[config.mk]
export PLATFORM = sky130hd
export DESIGN_NAME = sr_bank_writer
export DESIGN_NICKNAME = d
export VERILOG_FILES = /design/src/rtl/sr_bank_writer.sv
export SDC_FILE = /design/constraint.sdc
export NUM_CORES = 1
export LEC_CHECK = 0
export CORE_ASPECT_RATIO = 0.7
export CORE_MARGIN = 2
export CORE_UTILIZATION = 48
export CTS_CLUSTER_DIAMETER = 40
export DETAILED_ROUTE_END_ITERATION = 8
export DONT_BUFFER_PORTS = 1
export GPL_TIMING_DRIVEN = 0
export PLACE_DENSITY = 0.64
export SYNTH_ARGS = -nofsm -noshare
export SYNTH_HDL_FRONTEND = slang
export SYNTH_SLANG_ARGS = --single-unit
[constraint.sdc]
create_clock -name clk -period 2 [get_ports clk]
set_clock_uncertainty 0.1 [all_clocks]
set_input_delay 0.4 -clock clk [delete_from_list [all_inputs] [get_ports clk]]
set_output_delay 0.4 -clock clk [all_outputs]
set_load 0.005 [all_outputs]
[src/rtl/sr_bank_writer.sv]
// rtl/sr_bank_writer.sv - S/R flip-flop bank writer with verify-and-retry sequencing
module sr_bank_writer #(
  parameter int WIDTH     = 8,
  parameter int MAX_RETRY = 3
) (
  input  logic             clk,
  input  logic             rst,
  input  logic             in_valid,
  output logic             in_ready,
  input  logic [WIDTH-1:0] in_data,
  output logic [WIDTH-1:0] s_out,
  output logic [WIDTH-1:0] r_out,
  input  logic [WIDTH-1:0] q_fb,
  output logic             busy,
  output logic             done,
  output logic             err
);

  // Retry counter must hold 0..MAX_RETRY and stay at least one bit wide.
  localparam int CW = (MAX_RETRY < 1) ? 1 : $clog2(MAX_RETRY + 1);
  localparam logic [CW-1:0] C_MAX_RETRY = CW'(MAX_RETRY);

  typedef enum logic [1:0] {
    ST_IDLE  = 2'd0,
    ST_DRIVE = 2'd1,
    ST_WAIT  = 2'd2,
    ST_CHECK = 2'd3
  } state_t;

  state_t           r_state;
  logic [WIDTH-1:0] r_target;
  logic [CW-1:0]    r_retry;
  logic [WIDTH-1:0] r_s;
  logic [WIDTH-1:0] r_r;
  logic             r_busy;
  logic             r_done;
  logic             r_err;

  logic             w_mismatch;

  assign w_mismatch = (q_fb != r_target);

  // Sequencer: excitation is computed on the edge that enters DRIVE so that
  // s_out/r_out are registered and only ever non-zero for that one cycle.
  // Set and reset masks are disjoint by construction (target vs ~target).
  always_ff @(posedge clk) begin
    if (rst) begin
      r_state  <= ST_IDLE;
      r_target <= '0;
      r_retry  <= '0;
      r_s      <= '0;
      r_r      <= '0;
      r_busy   <= 1'b0;
      r_done   <= 1'b0;
      r_err    <= 1'b0;
    end else begin
      r_s    <= '0;
      r_r    <= '0;
      r_done <= 1'b0;
      r_err  <= 1'b0;
      unique case (r_state)
        ST_IDLE: begin
          if (in_valid) begin
            r_target <= in_data;
            r_retry  <= '0;
            r_s      <= in_data & ~q_fb;
            r_r      <= ~in_data & q_fb;
            r_busy   <= 1'b1;
            r_state  <= ST_DRIVE;
          end
        end
        ST_DRIVE: begin
          r_state <= ST_WAIT;
        end
        ST_WAIT: begin
          r_state <= ST_CHECK;
        end
        ST_CHECK: begin
          if (!w_mismatch) begin
            r_done  <= 1'b1;
            r_busy  <= 1'b0;
            r_state <= ST_IDLE;
          end else if (r_retry < C_MAX_RETRY) begin
            r_retry <= r_retry + 1'b1;
            r_s     <= r_target & ~q_fb;
            r_r     <= ~r_target & q_fb;
            r_state <= ST_DRIVE;
          end else begin
            r_err   <= 1'b1;
            r_busy  <= 1'b0;
            r_state <= ST_IDLE;
          end
        end
        default: begin
          r_busy  <= 1'b0;
          r_state <= ST_IDLE;
        end
      endcase
    end
  end

  assign in_ready = (r_state == ST_IDLE);
  assign s_out    = r_s;
  assign r_out    = r_r;
  assign busy     = r_busy;
  assign done     = r_done;
  assign err      = r_err;

endmodule

# [Word-level counts from Yosys, hierarchy flattened]
# Cells that the tools add are included.
[op_classes] add_sub_neg=1 order_cmp=1 eq_ne=8 mux=22 bitwise=9 reduce_logical=7
[ops] cell="8-bit two-way mux" count=6
[ops] cell="8-bit AND" count=4
[ops] cell="8-bit case mux with 2 select lines" count=2
[ops] cell="8-bit NOT" count=3
[ops] cell="2-bit two-way mux" count=4
[ops] cell="8-bit != test" count=1
[ops] cell="2-bit case mux with 4 select lines" count=1
[ops] cell="1-bit two-way mux" count=7
[ops] cell="2-bit != test, second input constant" count=3
[ops] cell="2-bit equality test, second input constant" count=2
[ops] cell="2-bit case mux with 2 select lines" count=1
[ops] cell="4-bit AND reduction" count=1
[ops] cell="3-bit != test, second input constant" count=1
[ops] cell="3-bit AND reduction" count=1
[ops] cell="3-bit OR reduction" count=1
[ops] cell="2-bit by 1-bit adder with 2-bit output, second input constant" count=1
[ops] cell="2-bit by 1-bit equality test with 1-bit output, second input constant" count=1
[ops] cell="2-bit zero test" count=1
[ops] cell="2-bit less-than comparator, second input constant" count=1
[ops] cell="1-bit NOT" count=2
[ops] cell="1-bit case mux with 2 select lines" count=1
[ops] cell="2-bit AND reduction" count=1
[ops] cell="2-bit nonzero test" count=1
[ops] cell="2-bit OR reduction" count=1
[totals] regBits=31 inputBits=19 output_inout_bits=20 wordCells=56

# [Longest topological paths before layout]
# Gate-level depths: netlist of the first run.
[depth] word_depth=5 ltp_mapped=7 mapped_depth_nobuf=6

# [Worst setup path after synthesis of the first run]
# No wires, ideal clock.
[synth_timing] path_kind="in2reg" from="input q_fb[1]" to="register r_s[0], in the netlist s_out[0]" setup_ns=0.060 t_arrival_ns=1.540 t_required_ns=1.840 path_slack_ns=0.300 stages=7 n_path_buf=1 cell_sequence="inv_1 ha_1 nand4_1 nor2_2 nor4_4 buf_6 a32o_1"
[synth_between] elab_chain_len=3
[synth_rtl] element="from (decl)" line="13" text="input logic [WIDTH-1:0] q_fb,"
[synth_rtl] element="8-bit != test" line="41" text="assign w_mismatch = (q_fb != r_target);"
[synth_rtl] element="8-bit two-way mux" line="79" text="if (!w_mismatch) begin"
[synth_rtl] element="8-bit case mux with 2 select lines" line="61" text="unique case (r_state)"
[synth_rtl] element="to (signal assigned)" line="66" text="r_s <= in_data & ~q_fb;"
[synth_rtl] element="to (signal assigned)" line="85" text="r_s <= r_target & ~q_fb;"
[synth_rtl] element="to (decl)" line="33" text="logic [WIDTH-1:0] r_s;"
# Every way passes these cells.
# A chain may end at the register's enable or synchronous reset.

# [Worst setup path in the final report of the first run]
[layout_timing] from="register r_state[1]" to="register r_s[2], in the netlist s_out[2]"
[layout_between] elab_chain_len=2 elab_cells_between_ends=3 cone_classes="eq/ne: 1; mux: 1; reduce/logical: 1"
[layout_rtl] element="from (decl)" line="30" text="state_t r_state;"
[layout_rtl] element="from (signal assigned)" line="48" text="r_state <= ST_IDLE;"
[layout_rtl] element="from (signal assigned)" line="69" text="r_state <= ST_DRIVE;"
[layout_rtl] element="from (signal assigned)" line="73" text="r_state <= ST_WAIT;"
[layout_rtl] element="2-bit zero test"
[layout_rtl] element="named net in_ready" line="9" text="output logic in_ready,"
[layout_rtl] element="8-bit case mux with 2 select lines" line="61"
# The timed path passes the listed nets, and every way through them passes these cells.

==> impl_metrics.toml, run 1 <==
[setup_path]
r2r_setup_slack_ns = 0.26
slowest_delay_ns = 0.34
worstSetupEndpointType = "flop"
startpoint = "r_state[1]$_SDFFE_PP0P_"
startpoint_type = "flop"
worst-endpoint-required_ns = 2.12
worst-path-buf-inv = 2
path_cells = "inv_1, ha_1, nand2_2, nor3_4, buf_4, a32o_1"
crit_fanout = 10
worstPathArrival_ns = 1.86
crit_path_top_delay_cell = "dfxtp_1"
path_class = "reg2reg"
r2r_start = "r_state[1]$_SDFFE_PP0P_"
path_delay_family = "simple AND/OR/NAND/NOR gates"

[cells_and_area]
fin_nets = 204
n_antenna_cell = 0
layout_common_cells = "31 x dfxtp_1, 28 x inv_1, 21 x nand2_1, 19 x ha_1, 16 x a32o_1"
fin_area_um2 = 1652
areaGrowthSynthToFinish_pct = 10.37
drive_above_1_share_pct = 13.94
final_common_cell = "dfxtp_1"
final_cell_count_no_fill = 201

[drt]
drt-initial-drc-count = 26
post_drt_wl_per_cell_um = 15.99
avgViaCountPerCell = 5.557
num_vias = 1117
routed_wl_um = 3213
ant_nets = 0
dr.pass1.iters = 4
drc = 0

[floorplanning]
die_area_um2 = 3587
coreArea_um2 = 2883
ioPinCount = 39
dieWidth_um = 70.74
rows = 16
die_h_um = 50.72
start_util_pct = 51.91

[timing]
whs_ns = 0.08276
setup_viol = 0
rsz0062_at_grt = "false"
relSlewSlack_pct = 65.37
min_period_ns = 1.741
max_slew.worst_pin.slew_ns = 0.5194
setup_tns_ns = 0
min_period_over_period_pct = 87.04
fmax_mhz = 574.4
hold_viol_final = 0
slew_violations = 0

[yosys]
synth_cell_types = 32
syn_area_um2 = 1496
synth_seq_area_share_pct = 41.47
synth_area_per_cell_um2 = 9.717
ys_ff_latch = 31
synth_warnings = 0
netlist_instances = 154
synth_top_area_cell = "dfxtp_1"
yosysTopAreaCellShare_pct = 41.47
synth_area_leaders = "dfxtp_1 41%, ha_1 16%, a32o_1 11%"
synth_nets = 192

[placed_design]
place_area_um2 = 1541
portBuffers = 0
dp_cells = 190
finalWeightedCongestion = 0.7505
dp_hpwl_um = 2368

[clock_network]
post_cts_resized = 0
insertion_delay_ns = 0.28
clock_path_buffers = 2
root_buffer = "clkbuf_8"
numCtsBuffers = 5
clock-sinks = 31
tritoncts = "yes"
path_clk_slew_ns = 0.06
h-tree-depth = 2

[power_and_ir_drop]
p_leak_uw = 0.0007208
max-vdd-ir-drop_v = 0.0005465
cellPowerDensity_nw_per_um2 = 961.5

[global_routing]
grt_first_pass_wirelength_um = 5264
gr-total-overflow = 0
grt_antenna_before_repair = 0
grt_max_degree = 11
grt_usage_pct = 19.92
grt_pass1_vias = 1172

[run]
cap_violations = 0

[outcome]
outcome = "finished, final reports clean"

[min_path]
holdCritPathClass = "in2reg"
hp-start = "rst"
per-stage QoR:
step / total power (uW) / utilization, % / setup WS [ns]
3_5_place_dp: 1138 / 53.47 / -0.01330
5_1_grt: 1680 / 57.29 / 0.1418
3_3_place_gp: 1123 / 53.47 / 0.008090
4_1_cts: 1581 / 55.99 / 0.04740
2_1_floorplan: 1041 / - / 0.2998
6_report: 1588 / 57.29 / 0.2591
sequential cells by signal, summed over array words and instances, names as in the netlist:
signal    flops
r_state       2
r_retry       2
r_target      8
err           1
r_out         8
busy          1
done          1
s_out         8
layout make-up:
type | count | area, um^2
fill | 269 | 1231
timing repair buffer | 5 | 37.54
sequential | 31 | 620.6
inverter | 28 | 105.1
buffer | 5 | 32.53
multi-input combinational | 90 | 738.2
tap | 36 | 45.04
clock buffer | 6 | 72.57
Yosys cell counts, drive strengths merged:
library cell and instances:
a31oi 1, o211ai 1, dfxtp 31, o21ba 1, a32o 16, and2 1, a21oi 11, nor4 1
inv 28, nand2b 2, nand3b 2, mux2 1, buf 4, o21ai 1, clkbuf 1, nor3 2
mux2i 1, a311oi 1, nor3b 1, ha 19, nor2 2, nand4 3, a211oi 1, nand2 22
final timing paths:
kind	end	depth (start not counted)
hold reg to reg	r_target[6]$_SDFFE_PP0P_	2
setup / recovery	s_out[2]$_SDFF_PP0_	6
hold / removal	r_state[0]$_SDFFE_PP0P_	1
setup reg to reg	s_out[2]$_SDFF_PP0_	6
repair_timing:
action / in CTS / in global routing
buffers inserted: 0 / 5
hold buffers: 0 / 0
setup endpoints to repair: 0 / 10
report_power, final:
part / switching, uW / leakage (uW) / internal, uW
Clock: 207 / 0.0000371 / 231
Sequential: 50.0 / 0.000252 / 689
Combinational: 245 / 0.000431 / 167
worst register-to-register path, delay by kind of cell, from the launching register on:
kind                       cells  cell delay (ns)
buffers and inverters          2             0.30
and+or+nand+nor                2             0.48
adders and majority gates      1             0.28
AOI/OAI and AO/OA              1             0.19
DFF                            1             0.34
routing by layer:
layer / wire [um] / GRT usage, %
met5: 0 / 0
met4: 50 / 9.748
met1: 1445 / 23.29
met2: 1461 / 31.78
met3: 256 / 8.233
cells by family after synthesis:
kind of cell / count (synthesis) / synth area share [%]
buffers and inverters: 33 / 9.197
AOI/OAI and AO/OA: 33 / 17.64
adders and majority gates: 19 / 15.89
DFF: 31 / 41.47
and+or+nand+nor: 36 / 14.13
muxes: 2 / 1.672
(Power assumes the default switching activity.)
==> run 2, diff against run 1 <==
- CORE_MARGIN: 2 -> 1
- SKIP_LAST_GASP: not set -> 1
==> impl_metrics.toml, run 2 (same netlist as run 1, synthesis figures left out) <==
[outcome]
outcome = "finished, final reports clean"

[drt]
routed_wl_um = 3219
dr.pass1.iters = 4
ant_nets = 0
post_drt_wl_per_cell_um = 16.01
avgViaCountPerCell = 5.592
drc = 0
num_vias = 1124
drt-initial-drc-count = 35

[timing]
min_period_ns = 1.855
slew_violations = 0
max_slew.worst_pin.slew_ns = 0.4912
fmax_mhz = 539.2
setup_slack_ns = 0.1453
relSlewSlack_pct = 67.26
setup_tns_ns = 0
hold_viol_final = 0
setup_viol = 0
whs_ns = 0.06952
rsz0062_at_grt = "false"
min_period_over_period_pct = 92.74

[floorplanning]
die_area_um2 = 3348
start_util_pct = 51.91
rows = 16
die_h_um = 48.72
coreArea_um2 = 2883
dieWidth_um = 68.74
ioPinCount = 39

[power_and_ir_drop]
p_int_uw = 1154
p_leak_uw = 0.0007246
clock_power_share_pct = 32.1
p_sw_share_pct = 31.00
cellPowerDensity_nw_per_um2 = 1005
combPwrFrac_pct = 23.7
p_switching_uw = 518.2
sequentialPowerShare_pct = 44.2
fin_total_pwr_uw = 1672
max-vdd-ir-drop_v = 0.0007259

[placed_design]
portBuffers = 0
pre_cts_ws_ns = 0.01164
finalWeightedCongestion = 0.7269
dp_hpwl_um = 2334

[min_path]
holdCritPathClass = "in2reg"
hp-start = "rst"
holdPathStages = 1
min_to = "r_retry[0]$_SDFFE_PP0P_"

[clock_network]
h-tree-depth = 2
insertion_delay_ns = 0.28
tritoncts = "yes"
clock-sinks = 31
post_cts_resized = 0
clock_path_buffers = 2
path_clk_slew_ns = 0.06
root_buffer = "clkbuf_8"
numCtsBuffers = 5

[cells_and_area]
n_antenna_cell = 0
areaGrowthSynthToFinish_pct = 11.20
fill_cells = 259
fin_util_pct = 57.73
final_common_cell = "dfxtp_1"
drive_above_1_share_pct = 13.94
fin_nets = 202
layout_common_cells = "31 x dfxtp_1, 28 x inv_1, 21 x nand2_1, 19 x ha_1, 16 x a32o_1"

[setup_path]
path_class = "reg2reg"
r2r_setup_slack_ns = 0.15
worstSetupEndpointType = "flop"
startpoint_type = "flop"
crit_fanout = 10
worstRegToRegCells = 6
worst-endpoint-required_ns = 2.12
reg2reg_to = "s_out[1]$_SDFF_PP0_"
worstPathArrival_ns = 1.98
r2r_start = "r_state[1]$_SDFFE_PP0P_"

[global_routing]
grt_max_degree = 11
grt_antenna_before_repair = 0
grt_pass1_vias = 1091
grt_usage_pct = 21.32
grt_first_pass_wirelength_um = 4919
gr-total-overflow = 0

[run]
cap_violations = 0
## run 2: changes by cell type in the layout (fill, tap and decap cells not counted)
cell      change
buf_4         -2
clkbuf_8      +2
## run 2: what timing repair did
action / in CTS / in global routing
setup buffers: 0 / 3
endpoints found under the setup margin: 0 / 2
hold endpoints to repair: 0 / 0
hold buffers: 0 / 0
## run 2: per-stage QoR
step	cells	instance area, um^2
after floorplan	154	1496
after global placement	190	1541
after detailed placement	190	1541
after CTS	198	1642
after global routing	201	1664
final	201	1664
## run 2: layer usage
metal	vias to the layer above	wire length, um	global-route usage, %	part of all wire (%)
li1	547	-	-	-
met1	524	1427	27.73	44
met2	48	1483	30.07	46
met3	5	281	11.56	8.7
met4	0	27	6.463	0.84
met5	-	0	0	0
## run 2: area by class of cell
type                       instances  area [um^2]  share of cell area [%]
buffer                             5        32.53                   1.955
clock buffer                       8        100.1                   6.015
inverter                          28        105.1                   6.316
multi-input combinational         90        738.2                   44.36
sequential                        31        620.6                   37.29
tap                               36        45.04                   2.707
timing repair buffer               3        22.52                   1.353
## run 2: critical path, stage by stage (launching register included)
cell and delay (ns):
dfxtp_1 0.34, inv_1 0.07, ha_1 0.28, nand2_2 0.21, nor3_4 0.34, buf_4 0.26
a32o_1 0.19
## run 2: worst max-delay path by stage
stage                       startpoint                   to  slack [ns]  depth (start not counted)
6_report       r_state[1]$_SDFFE_PP0P_  s_out[1]$_SDFF_PP0_        0.15                          6
4_1_cts        r_state[0]$_SDFFE_PP0P_  s_out[1]$_SDFF_PP0_        0.07                          5
5_1_grt        r_state[1]$_SDFFE_PP0P_  s_out[1]$_SDFF_PP0_        0.01                          6
2_1_floorplan                  q_fb[1]  s_out[0]$_SDFF_PP0_        0.30                          7
3_5_place_dp                   q_fb[6]  s_out[1]$_SDFF_PP0_        0.01                          7
3_3_place_gp                   q_fb[4]  s_out[1]$_SDFF_PP0_        0.01                          7
## run 2: power groups by stage
| stage | clock network [uW] | registers (uW) | logic [uW] |
|---|---|---|---|
| floorplan | 0 | 740 | 301 |
| global placement | 0 | 748 | 373 |
| detailed placement | 0 | 753 | 387 |
| CTS | 551 | 739 | 389 |
| global route | 579 | 748 | 447 |
| finish | 536 | 740 | 396 |
==> run 3, diff against run 2 <==
- ABC_AREA: not set -> 0
- CAP_MARGIN: not set -> 20
- PLACE_DENSITY: 0.64 -> 0.66
- clock period: 2 -> 1.7 ns (I/O delays scaled with it)
==> impl_metrics.toml, run 3 (same netlist as run 1, synthesis figures left out) <==
[cells_and_area]
fin_nets = 205
areaGrowthSynthToFinish_pct = 19.23
drive_above_1_share_pct = 23.21
n_antenna_cell = 0
fin_area_um2 = 1784
fill_cells = 254
final_common_cell = "inv_1"
layout_common_cells = "28 x inv_1, 26 x dfxtp_1, 21 x nand2_1, 16 x a32o_1, 11 x ha_1"

[global_routing]
met3_usage_pct = 7.783
gr-total-overflow = 0
grt_first_pass_wirelength_um = 5119
grt_pass1_vias = 1112
busiest_layer = "met2"
grt_usage_pct = 21.02
grtUsageMet1_pct = 27.62
grt_antenna_before_repair = 0
use_met2_pct = 32.35
grt_max_degree = 11

[clock_network]
insertion_delay_ns = 0.28
h-tree-depth = 2
clock_path_buffers = 2
tritoncts = "yes"
clock-sinks = 31
numCtsBuffers = 5
path_clk_slew_ns = 0.06
root_buffer = "clkbuf_8"

[power_and_ir_drop]
cellPowerDensity_nw_per_um2 = 1110
p_sw_share_pct = 32.77
p_leak_uw = 0.0007279
clock_power_share_pct = 27.4
combPwrFrac_pct = 27.8
p_switching_uw = 649.3
max-vdd-ir-drop_v = 0.0006099
fin_total_pwr_uw = 1981
sequentialPowerShare_pct = 44.9
p_int_uw = 1332

[drt]
num_vias = 1159
post_drt_wl_per_cell_um = 16.66
drc = 0
dr.pass1.iters = 5
routed_wl_um = 3398
drt-initial-drc-count = 70
avgViaCountPerCell = 5.681
ant_nets = 0

[min_path]
hp-start = "rst"
holdCritPathClass = "in2reg"
min_to = "r_retry[0]$_SDFFE_PP0P_"
holdPathStages = 1

[timing]
setup_viol = 0
fmax_mhz = 599.6
setup_slack_ns = 0.03214
min_period_ns = 1.668
slew_violations = 0
max_slew.worst_pin.slew_ns = 0.5548
hold_viol_final = 0
relSlewSlack_pct = 63.01
min_period_over_period_pct = 98.11

[setup_path]
worstSetupEndpointType = "flop"
r2r_start = "r_state[1]$_SDFFE_PP0P_"
r2r_setup_slack_ns = 0.03
crit_fanout = 5
worstPathArrival_ns = 1.79
worstRegToRegCells = 5
path_class = "reg2reg"
startpoint = "r_state[1]$_SDFFE_PP0P_"
startpoint_type = "flop"
reg2reg_to = "s_out[2]$_SDFF_PP0_"
worst-endpoint-required_ns = 1.82

[placed_design]
dp_hpwl_um = 2243
finalWeightedCongestion = 0.7685
place_area_um2 = 1541
pre_cts_ws_ns = -0.2337
portBuffers = 0

[floorplanning]
die_h_um = 48.72
rows = 16
coreArea_um2 = 2883
ioPinCount = 39
start_util_pct = 51.91
dieWidth_um = 68.74
die_area_um2 = 3348

[run]
cap_violations = 0

[outcome]
outcome = "finished, final reports clean"
## run 3: cell types whose count changed in the layout (fill, tap and decap cells not counted), moves of 2 or more
cell,previous run,this run
ha_1,19,11
ha_4,0,7
dfxtp_1,31,26
dfxtp_2,0,5
buf_4,4,7
clkbuf_8,7,5
## run 3: worst max path at each step
stage / endpoint / slack [ns] / cells past startpoint
after floorplan: s_out[0]$_SDFF_PP0_ / 0.06 / 7
after global placement: s_out[0]$_SDFF_PP0_ / -0.24 / 7
after detailed placement: s_out[6]$_SDFF_PP0_ / -0.23 / 7
after CTS: r_retry[1]$_SDFFE_PP0P_ / 0.02 / 7
after global routing: s_out[2]$_SDFF_PP0_ / -0.03 / 5
final: s_out[2]$_SDFF_PP0_ / 0.03 / 5
## run 3: cell type report
type                    count  area [um^2]  area share, %
repair buffers              6        45.04          2.525
multi-input cells          90        845.8          47.41
clock buffers               7        76.32          4.278
well taps                  36        45.04          2.525
clock inverters             1        5.005         0.2805
inverters                  28        105.1          5.891
plain buffers               5        35.03          1.964
flip-flops and latches     31        626.9          35.13
## run 3: power by group through the flow
stage / Clock [uW] / Combinational, uW / Sequential (uW)
floorplan: 0 / 354 / 871
global route: 581 / 609 / 898
finish: 542 / 551 / 889
global placement: 0 / 437 / 880
detailed placement: 0 / 453 / 887
CTS: 549 / 483 / 871
## run 3: layer usage
metal	wire length (um)	share of wire, %
met1	1524	45
met2	1574	46
met3	273	8.0
met4	25	0.74
met5	0	0
## run 3: metrics by stage
step | util, % | TNS [ns] | instances | hold slack, ns
after floorplan | - | 0 | 154 | 0.3024
after global placement | 53.47 | -2.693 | 190 | 0.3042
after detailed placement | 53.47 | -2.648 | 190 | 0.3057
after CTS | 57.25 | 0 | 201 | 0.01574
after global routing | 61.89 | -0.2155 | 204 | 0.01135
final | 61.89 | 0 | 204 | 0.02364
## run 3: what timing repair did
| item | CTS | global route |
|---|---|---|
| gates resized for setup | 1 | 17 |
| setup buffers | 3 | 2 |
| pin swaps | 2 | 4 |
| cloned | 0 | 1 |
| endpoints found under the setup margin | 16 | 19 |
| hold buffers | 0 | 0 |
## run 3: worst max-delay path, cell delays in order (launching register included)
cell     delay (ns)
dfxtp_1        0.39
inv_1          0.07
ha_2           0.31
nor4_4         0.40
buf_4          0.22
a32o_1         0.13
